===== src/rtl/router_pkg.sv =====
// Shared router definitions: port count, address width and the queued entry layout.
package router_pkg;

    localparam int unsigned ADDR_W       = 2;
    localparam int unsigned NUM_PORTS    = 4;
    localparam int unsigned ROUTE_DATA_W = 32;

    // One queued word together with its destination port.
    typedef struct packed {
        logic [ADDR_W-1:0]       addr;
        logic [ROUTE_DATA_W-1:0] data;
    } route_entry_t;

endpackage


===== src/rtl/sync_fifo.sv =====
// Single-clock FIFO: storage array, wrapping pointers, occupancy and full/empty flags.
module sync_fifo #(
    parameter int unsigned WIDTH = 34,
    parameter int unsigned DEPTH = 4,
    localparam int unsigned PTR_W = $clog2(DEPTH),
    localparam int unsigned CNT_W = $clog2(DEPTH) + 1
) (
    input  logic             clk,
    input  logic             resetn,
    input  logic             i_push,
    input  logic             i_pop,
    input  logic [WIDTH-1:0] i_wdata,
    output logic [WIDTH-1:0] o_rdata,
    output logic [CNT_W-1:0] o_count,
    output logic             o_full,
    output logic             o_empty
);

    logic [WIDTH-1:0] r_mem [DEPTH];
    logic [PTR_W-1:0] r_wptr;
    logic [PTR_W-1:0] r_rptr;
    logic [CNT_W-1:0] r_count;
    logic             w_push;
    logic             w_pop;

    // Guard against overflow/underflow regardless of what the caller requests.
    always_comb begin
        o_full  = (r_count == CNT_W'(DEPTH));
        o_empty = (r_count == '0);
        w_push  = i_push & ~o_full;
        w_pop   = i_pop & ~o_empty;
        o_rdata = r_mem[r_rptr];
        o_count = r_count;
    end

    // Storage write; contents need no reset.
    always_ff @(posedge clk) begin
        if (w_push) begin
            r_mem[r_wptr] <= i_wdata;
        end
    end

    // Pointers wrap naturally because DEPTH is a power of two.
    always_ff @(posedge clk or negedge resetn) begin
        if (!resetn) begin
            r_wptr  <= '0;
            r_rptr  <= '0;
            r_count <= '0;
        end else begin
            if (w_push) r_wptr <= r_wptr + PTR_W'(1);
            if (w_pop)  r_rptr <= r_rptr + PTR_W'(1);
            unique case ({w_push, w_pop})
                2'b10:   r_count <= r_count + CNT_W'(1);
                2'b01:   r_count <= r_count - CNT_W'(1);
                default: r_count <= r_count;
            endcase
        end
    end

endmodule


===== src/rtl/router_ingress_queue.sv =====
// Ingress buffer ahead of the router: queues addressed words and replays them through
// a zeroing output register, one word per unstalled cycle.
module router_ingress_queue
    import router_pkg::*;
#(
    parameter int unsigned DATA_WIDTH = 32,
    parameter int unsigned DEPTH      = 4,
    localparam int unsigned CNT_W     = $clog2(DEPTH) + 1
) (
    input  logic                  clk,
    input  logic                  resetn,
    input  logic                  in_valid,
    output logic                  in_ready,
    input  logic [DATA_WIDTH-1:0] in_data,
    input  logic [ADDR_W-1:0]     in_addr,
    input  logic                  out_stall,
    output logic [DATA_WIDTH-1:0] din,
    output logic                  din_en,
    output logic [ADDR_W-1:0]     addr,
    output logic [CNT_W-1:0]      count
);

    localparam int unsigned ENTRY_W = ADDR_W + DATA_WIDTH;

    logic [ENTRY_W-1:0]    w_head;
    logic                  w_full;
    logic                  w_empty;
    logic                  w_push;
    logic                  w_pop;
    logic [DATA_WIDTH-1:0] r_din;
    logic [ADDR_W-1:0]     r_addr;
    logic                  r_din_en;

    // Handshake and pop decisions depend only on current occupancy and the stall input.
    always_comb begin
        in_ready = ~w_full;
        w_push   = in_valid & ~w_full;
        w_pop    = ~w_empty & ~out_stall;
    end

    sync_fifo #(
        .WIDTH (ENTRY_W),
        .DEPTH (DEPTH)
    ) u_fifo (
        .clk     (clk),
        .resetn  (resetn),
        .i_push  (w_push),
        .i_pop   (w_pop),
        .i_wdata ({in_addr, in_data}),
        .o_rdata (w_head),
        .o_count (count),
        .o_full  (w_full),
        .o_empty (w_empty)
    );

    // Output stage: present the head word on a pop, otherwise drive all zeros.
    always_ff @(posedge clk or negedge resetn) begin
        if (!resetn) begin
            r_din    <= '0;
            r_addr   <= '0;
            r_din_en <= 1'b0;
        end else if (w_pop) begin
            r_din    <= w_head[DATA_WIDTH-1:0];
            r_addr   <= w_head[ENTRY_W-1:DATA_WIDTH];
            r_din_en <= 1'b1;
        end else begin
            r_din    <= '0;
            r_addr   <= '0;
            r_din_en <= 1'b0;
        end
    end

    assign din    = r_din;
    assign addr   = r_addr;
    assign din_en = r_din_en;

endmodule

===== config.mk =====
export PLATFORM = sky130hd
export DESIGN_NAME = router_ingress_queue
export DESIGN_NICKNAME = d
export VERILOG_FILES = /design/src/rtl/router_pkg.sv /design/src/rtl/sync_fifo.sv /design/src/rtl/router_ingress_queue.sv
export SDC_FILE = /design/constraint.sdc
export NUM_CORES = 1
export LEC_CHECK = 0
export ABC_AREA = 0
export BUFFER_PORTS_ARGS = -buffer_cell sky130_fd_sc_hd__buf_2
export CORE_ASPECT_RATIO = 1.25
export CORE_MARGIN = 2
export CORE_UTILIZATION = 35
export CTS_BUF_LIST = sky130_fd_sc_hd__clkbuf_8
export CTS_CLUSTER_DIAMETER = 30
export CTS_CLUSTER_SIZE = 20
export DETAILED_ROUTE_END_ITERATION = 8
export SLEW_MARGIN = 20
export SYNTH_ARGS = -nofsm -noshare
export SYNTH_HDL_FRONTEND = slang
export SYNTH_SLANG_ARGS = --single-unit

===== constraint.sdc =====
create_clock -name clk -period 3.8 [get_ports clk]
set_input_delay 0.76 -clock clk [delete_from_list [all_inputs] [get_ports clk]]
set_output_delay 0.76 -clock clk [all_outputs]
set_load 0.01 [all_outputs]

==> summary.txt, run 1 <==
GRT
  – Remaining global-route overflow: 0
  – Global Route Usage Sum: 0.120
  – Antenna violations before repair: 2
  – Vias in the first global route: 3197
  – Largest net degree at the start of global routing: 43
  – First-pass GRT wire length: 17.4 mm

Detailed routing
  – Post-route ant nets: 0
  – Total number of vias: 2834
  – First-pass iteration count of the detailed router: 4
  – Drt initial violations: 144
  – Routed len/inst: 18.3 um
  – Routed WL: 11.2 mm
  – Detailed-route vias per instance: 4.61
  – DRC viols: 0

Die
  – Core area: 18100 um^2
  – DIE WIDTH: 125 um
  – Ports: 77
  – Cell Rows: 55
  – Die H: 156 um
  – Starting Density: 0.356
  – Die Area: 19500 um^2

CTS
  – TritonCTS clock tree: done
  – Cts repair resizes: 0
  – CTS root buf: clkbuf_8
  – Worst-skew pair later-pin latency: 0.43 ns
  – Post-CTS Setup Bufs: 0
  – CTS clock-pin slew for the worst setup and hold paths: 0.09 ns
  – Max H-tree Level: 4
  – Maximum clock path buffer count: 2
  – Num CTS Buffers: 17
  – Sink Count: 178
  – Hold Buf Count CTS: 0

Timing
  – Clock skew: 0.0136 ns
  – Fin crit period: 2.23 ns
  – Fmax: 448 MHz
  – Final setup viols: 0
  – RSZ-0062 raised after global routing: no
  – Hold Vio Cnt, Final: 0
  – Worst slew pin tran: 0.993 ns
  – Fin. max-slew vios: 0
  – Total negative slack: 0 ns
  – Tcrit/Tclk final: 0.587
  – Rel. slew slack: 0.338

Finish
  – Ant diodes: 0
  – Leading cell types in the layout, fill and taps excluded: edfxtp_1, buf_2, dfrtp_1
  – Nets@finish: 418
  – Fraction of layout cells with a size suffix above 1: 0.393
  – Most common cell after layout, fill and taps aside: edfxtp_1
  – Fin util: 0.411
  – Synth-to-Final Area Change: 15.6%

Pwr
  – PD cells: 726 nW/um^2
  – Net Sw Power: 1530 uW
  – Peak supply drop: 0.248 mV
  – Comb pwr share: 0.235
  – Clk pwr share: 0.225
  – Flop pwr share: 0.540
  – Int Pwr: 3880 uW
  – Total chip power: 5410 uW
  – Leak: 0.00277 uW
  – Switching portion of total power: 0.283

Synth
  – Mapped Area: 6440 um^2
  – Sequential element share of the synthesized area: 0.798
  – Synthesized area per cell: 22.4 um^2
  – Synth area leader: edfxtp_1
  – Number of synthesized register bits: 178
  – Share of the synthesized area in the top cell type: 0.634
  – Synth area leaders: edfxtp_1, dfrtp_1, mux4_2, and2_1, ha_1
  – Syn_nets: 331
  – Netlist cell types: 20
  – Mapped Cells: 287
  – Warnings from Yosys: 0

Placement
  – Dpl hpwl: 6.52 mm
  – Final Wtd Congestion: 0.636
  – Input/output buffers: 76

Setup path
  – Worst path top cell family by delay: flip-flops
  – CP max FO: 6
  – Startpoint types: register
  – Critical Path RT: 3.04 ns
  – Arrival time worst endpoint: 1.47 ns
  – CP max stage cell: dfrtp_1
  – Worst path buffer plus inverter count: 1
  – CP Capture Type: primary output
  – Critical-path cell list: or3b_4 -> buf_2
  – Crit Path Class: reg2out
  – Crit path largest cell delay: 0.44 ns

Run status
  – Status: completed

Flow run
  – Max Cap Viol: 0

Min path
  – Worst min path class: in2async
[Yosys cell counts]
library cell / instances
and3_1: 4
clkbuf_1: 2
and2_1: 34
and2_4: 1
mux2i_1: 1
dfrtp_1: 42
xnor2_1: 2
nor2_1: 2
fa_1: 1
or3b_4: 1
buf_6: 4
mux4_2: 34
xor2_1: 4
nor3_1: 1
ha_1: 5
edfxtp_1: 136
inv_1: 6
buf_2: 5
nor3b_1: 1
mux2_4: 1
[layout make-up]
cell class	instances	area, um^2
repair buffers	79	405
fillers	1633	10700
multi-input cells	92	1220
well taps	228	285
clock buffers	17	234
inverters	6	22.5
flip-flops and latches	178	5140
clock inverters	15	145
[per-layer routing]
layer,vias up,GRT usage,share of wire
met5,-,0,0.0011
met2,57,0.219,0.55
li1,1286,-,-
met3,9,0.0388,0.044
met4,2,0.0397,0.0093
met1,1480,0.133,0.40
[logic make-up after synthesis]
family                     synth area share
adders and majority gates            0.0128
xor gates and xnor gates            0.00816
muxes                                 0.123
and+or+nand+nor                      0.0431
buffers and inverters                0.0155
DFF                                   0.798
[sequential cells by signal, summed over array words and instances (netlist names)]
name	cells
u_fifo.o_count	3
u_fifo.r_wptr	2
u_fifo.r_mem	136
u_fifo.r_rptr	2
din	32
din_en	1
addr	2
[power groups by stage]
stage	Sequential [uW]	Clock, uW	Combinational (uW)
final	2920	1220	1270
after global routing	2990	1330	1400
after CTS	2950	1250	1310
after detailed placement	2990	0	1310
after global placement	2970	0	1290
after floorplan	2850	0	961
[stage by stage]
step           instances  worst slack, ns  hold WS [ns]  area, um^2
2_1_floorplan        287             1.48         0.464        6440
3_3_place_gp         583             1.29         0.492        7060
3_5_place_dp         583             1.26         0.513        7060
4_1_cts              615             1.52         0.507        7440
5_1_grt              615             1.47         0.346        7450
6_report             615             1.57         0.320        7450
[final timing paths]
kind | start | endpoint | slack (ns) | cells past startpoint
setup reg to reg | u_fifo.o_count[0]$_DFFE_PN0P_ | u_fifo.o_count[2]$_DFFE_PN0P_ | 1.61 | 9
hold / removal | resetn | din[27]$_DFF_PN0_ | 0.32 | 1
hold reg to reg | u_fifo.o_count[2]$_DFFE_PN0P_ | u_fifo.o_count[2]$_DFFE_PN0P_ | 0.52 | 1
max in group asynchronous | resetn | u_fifo.r_rptr[1]$_DFFE_PN0P_ | 3.07 | 1
setup / recovery | u_fifo.o_count[0]$_DFFE_PN0P_ | in_ready | 1.57 | 2
min in group clk | u_fifo.o_count[2]$_DFFE_PN0P_ | u_fifo.o_count[2]$_DFFE_PN0P_ | 0.52 | 1
Note: power is estimated with default switching activity, not from simulation.
==> inputs of run 2 (changes only) <==
==> constraint.sdc (replaced) <==
create_clock -name clk -period 1.9 [get_ports clk]
set_input_delay 0.38 -clock clk [delete_from_list [all_inputs] [get_ports clk]]
set_output_delay 0.38 -clock clk [all_outputs]
set_load 0.01 [all_outputs]
==> run 2 against run 1 <==
The run now ends with setup timing left. Cell count is 2.8% higher. Critical path depth is 7 higher. Die area stayed put. Combinational power grew to 2.6 times the previous value. Routed wire length is 4.6% higher. Cell area rose by 3.2%. First-iteration DRC count up 25%. Register-to-register slack lost 1.7 ns. Sequential cell count unchanged. Sequential share of layout area down 2.1 points. Clock skew down 0.0039 ns.
==> summary.txt, run 2 (synthesis results as in run 1) <==
Timing
  – Final setup viols: 1
  – RSZ-0062 raised after global routing: yes
  – Worst slew pin tran: 0.496 ns
  – Rel. slew slack: 0.669
  – Fmax: 497 MHz
  – Fin. max-slew vios: 0
  – Final worst setup slack: -0.111 ns
  – Clock skew: 0.00968 ns
  – Fin crit period: 2.01 ns
  – Tcrit/Tclk final: 1.06
  – Hold Vio Cnt, Final: 0

Die
  – Ports: 77
  – Cell Rows: 55
  – Core area: 18100 um^2
  – Starting Density: 0.356
  – Die H: 156 um
  – Die Area: 19500 um^2
  – DIE WIDTH: 125 um

GRT
  – First-pass GRT wire length: 18.8 mm
  – Antenna violations before repair: 2
  – Vias in the first global route: 3341
  – Remaining global-route overflow: 0
  – Largest net degree at the start of global routing: 37
  – Global Route Usage Sum: 0.130

Setup path
  – Setup slack, reg-to-reg: -0.11 ns
  – R2r endpoint: u_fifo.o_count[2]$_DFFE_PN0P_
  – Crit path largest cell delay: 0.41 ns
  – Arrival time worst endpoint: 2.39 ns
  – Critical-path cell list: or3b_4 -> and2_4 -> inv_2 -> ha_4 -> inv_2 -> fa_2 -> xor2_1 -> nor2_1 -> xor2_1
  – CP Capture Type: register
  – Crit Path Class: reg2reg
  – CP max FO: 2
  – R2R Path Start: u_fifo.o_count[0]$_DFFE_PN0P_
  – Startpoint types: register
  – Reg2Reg Depth: 9
  – CP max stage cell: dfrtp_2
  – Critical Path RT: 2.28 ns

Finish
  – Leading cell types in the layout, fill and taps excluded: edfxtp_1, buf_2, dfrtp_1
  – Fraction of layout cells with a size suffix above 1: 0.427
  – Most common cell after layout, fill and taps aside: edfxtp_1
  – Max reg flops: 136
  – Design Area, Final: 7680 um^2
  – Register name with the most flops: u_fifo.r_mem
  – Synth-to-Final Area Change: 19.3%
  – Fillers: 1616
  – Nets@finish: 434
  – Non-Filler Instances: 632

Min path
  – Worst min path class: in2reg
  – Hold depth: 1
  – Hold EP: u_fifo.r_mem[0][19]$_DFFE_PP_
  – Hold wc startpoint: in_data[19]

CTS
  – Num CTS Buffers: 17
  – Sink Count: 178
  – Maximum clock path buffer count: 2
  – TritonCTS clock tree: done
  – Max H-tree Level: 4
  – Worst-skew pair later-pin latency: 0.45 ns
  – CTS root buf: clkbuf_8
  – CTS clock-pin slew for the worst setup and hold paths: 0.09 ns

Detailed routing
  – First-pass iteration count of the detailed router: 4
  – Post-route ant nets: 0
  – Detailed-route vias per instance: 4.68
  – Routed WL: 11.7 mm
  – Routed len/inst: 18.6 um
  – DRC viols: 0
  – Drt initial violations: 180
  – Total number of vias: 2959

Pwr
  – Leak: 0.00288 uW
  – PD cells: 1450 nW/um^2
  – Peak supply drop: 0.652 mV

Placement
  – Input/output buffers: 76
  – Pre-CTS WS: -0.116 ns
  – Placed cell areas: 7270 um^2
  – Final Wtd Congestion: 0.768
  – Placed cell count: 595
  – Dpl hpwl: 6.72 mm

Run status
  – Failing checks: setup timing
  – Status: finished, violations left

Flow run
  – Max Cap Viol: 0
-- run 2: changes by cell type in the layout (fill, tap and decap cells not counted), moves of 2 or more --
cell,before,now
buf_12,0,8
buf_4,4,10
clkinv_1,2,0
clkinv_4,5,0
clkinvlp_4,2,4
inv_2,0,2
-- run 2: cell type report --
cell class | instances | area, um^2 | share of cell area
antenna | 1 | 2.50 | 0.000326
clock buffer | 18 | 248 | 0.0322
clock inverter | 14 | 125 | 0.0163
inverter | 6 | 22.5 | 0.00293
multi-input combinational | 92 | 1240 | 0.161
sequential | 178 | 5140 | 0.669
tap | 228 | 285 | 0.0371
timing repair buffer | 95 | 626 | 0.0814
-- run 2: worst max-delay path by stage --
| stage | startpoint | endpoint | slack, ns | cells after the start |
|---|---|---|---|---|
| after floorplan | u_fifo.o_count[1]$_DFFE_PN0P_ | u_fifo.o_count[2]$_DFFE_PN0P_ | -0.15 | 9 |
| after global placement | u_fifo.o_count[1]$_DFFE_PN0P_ | u_fifo.o_count[2]$_DFFE_PN0P_ | -0.03 | 9 |
| after detailed placement | u_fifo.o_count[1]$_DFFE_PN0P_ | u_fifo.o_count[2]$_DFFE_PN0P_ | -0.12 | 9 |
| after CTS | u_fifo.o_count[1]$_DFFE_PN0P_ | u_fifo.o_count[2]$_DFFE_PN0P_ | -0.1 | 9 |
| after global routing | u_fifo.o_count[0]$_DFFE_PN0P_ | u_fifo.o_count[2]$_DFFE_PN0P_ | -0.20 | 9 |
| final | u_fifo.o_count[0]$_DFFE_PN0P_ | u_fifo.o_count[2]$_DFFE_PN0P_ | -0.11 | 9 |
-- run 2: what timing repair did --
action,CTS,global route
setup buffers,1,2
pin swaps,3,0
setup endpoints to repair,3,3
hold buffers,1,0
endpoints found under the hold margin,16,0
gates cloned,0,0
resized for setup,0,1
-- run 2: stage by stage --
stage | util | total power, uW | setup TNS [ns] | hold slack, ns
floorplan | - | 7630 | -0.168 | 0.0844
global placement | 0.402 | 8840 | -0.0291 | 0.379
detailed placement | 0.402 | 8920 | -0.116 | 0.382
CTS | 0.423 | 11400 | -0.148 | 0.100
global route | 0.424 | 11800 | -0.289 | 0.0958
finish | 0.425 | 11200 | -0.111 | 0.139
-- run 2: power breakdown --
group          switching, uW  total, uW  internal (uW)  leakage, uW
Clock                   1250       2420           1170     0.000195
Sequential               243       5460           5210      0.00178
Combinational           1630       3290           1660     0.000910
-- run 2: layer usage --
metal  global-route usage  wire length (um)
met2                0.221              6200
met5                    0                11
met1                0.156              4890
met3               0.0429               528
met4               0.0476               113
-- run 2: critical path: cells and delay by family, from the launching register on --
| family | cells | cell delay, ns |
|---|---|---|
| AND/OR/NAND/NOR | 3 | 0.67 |
| XOR/XNOR | 2 | 0.31 |
| buffers and inverters | 2 | 0.08 |
| flip-flops | 1 | 0.41 |
| adder cells (fa/ha/maj) | 2 | 0.45 |
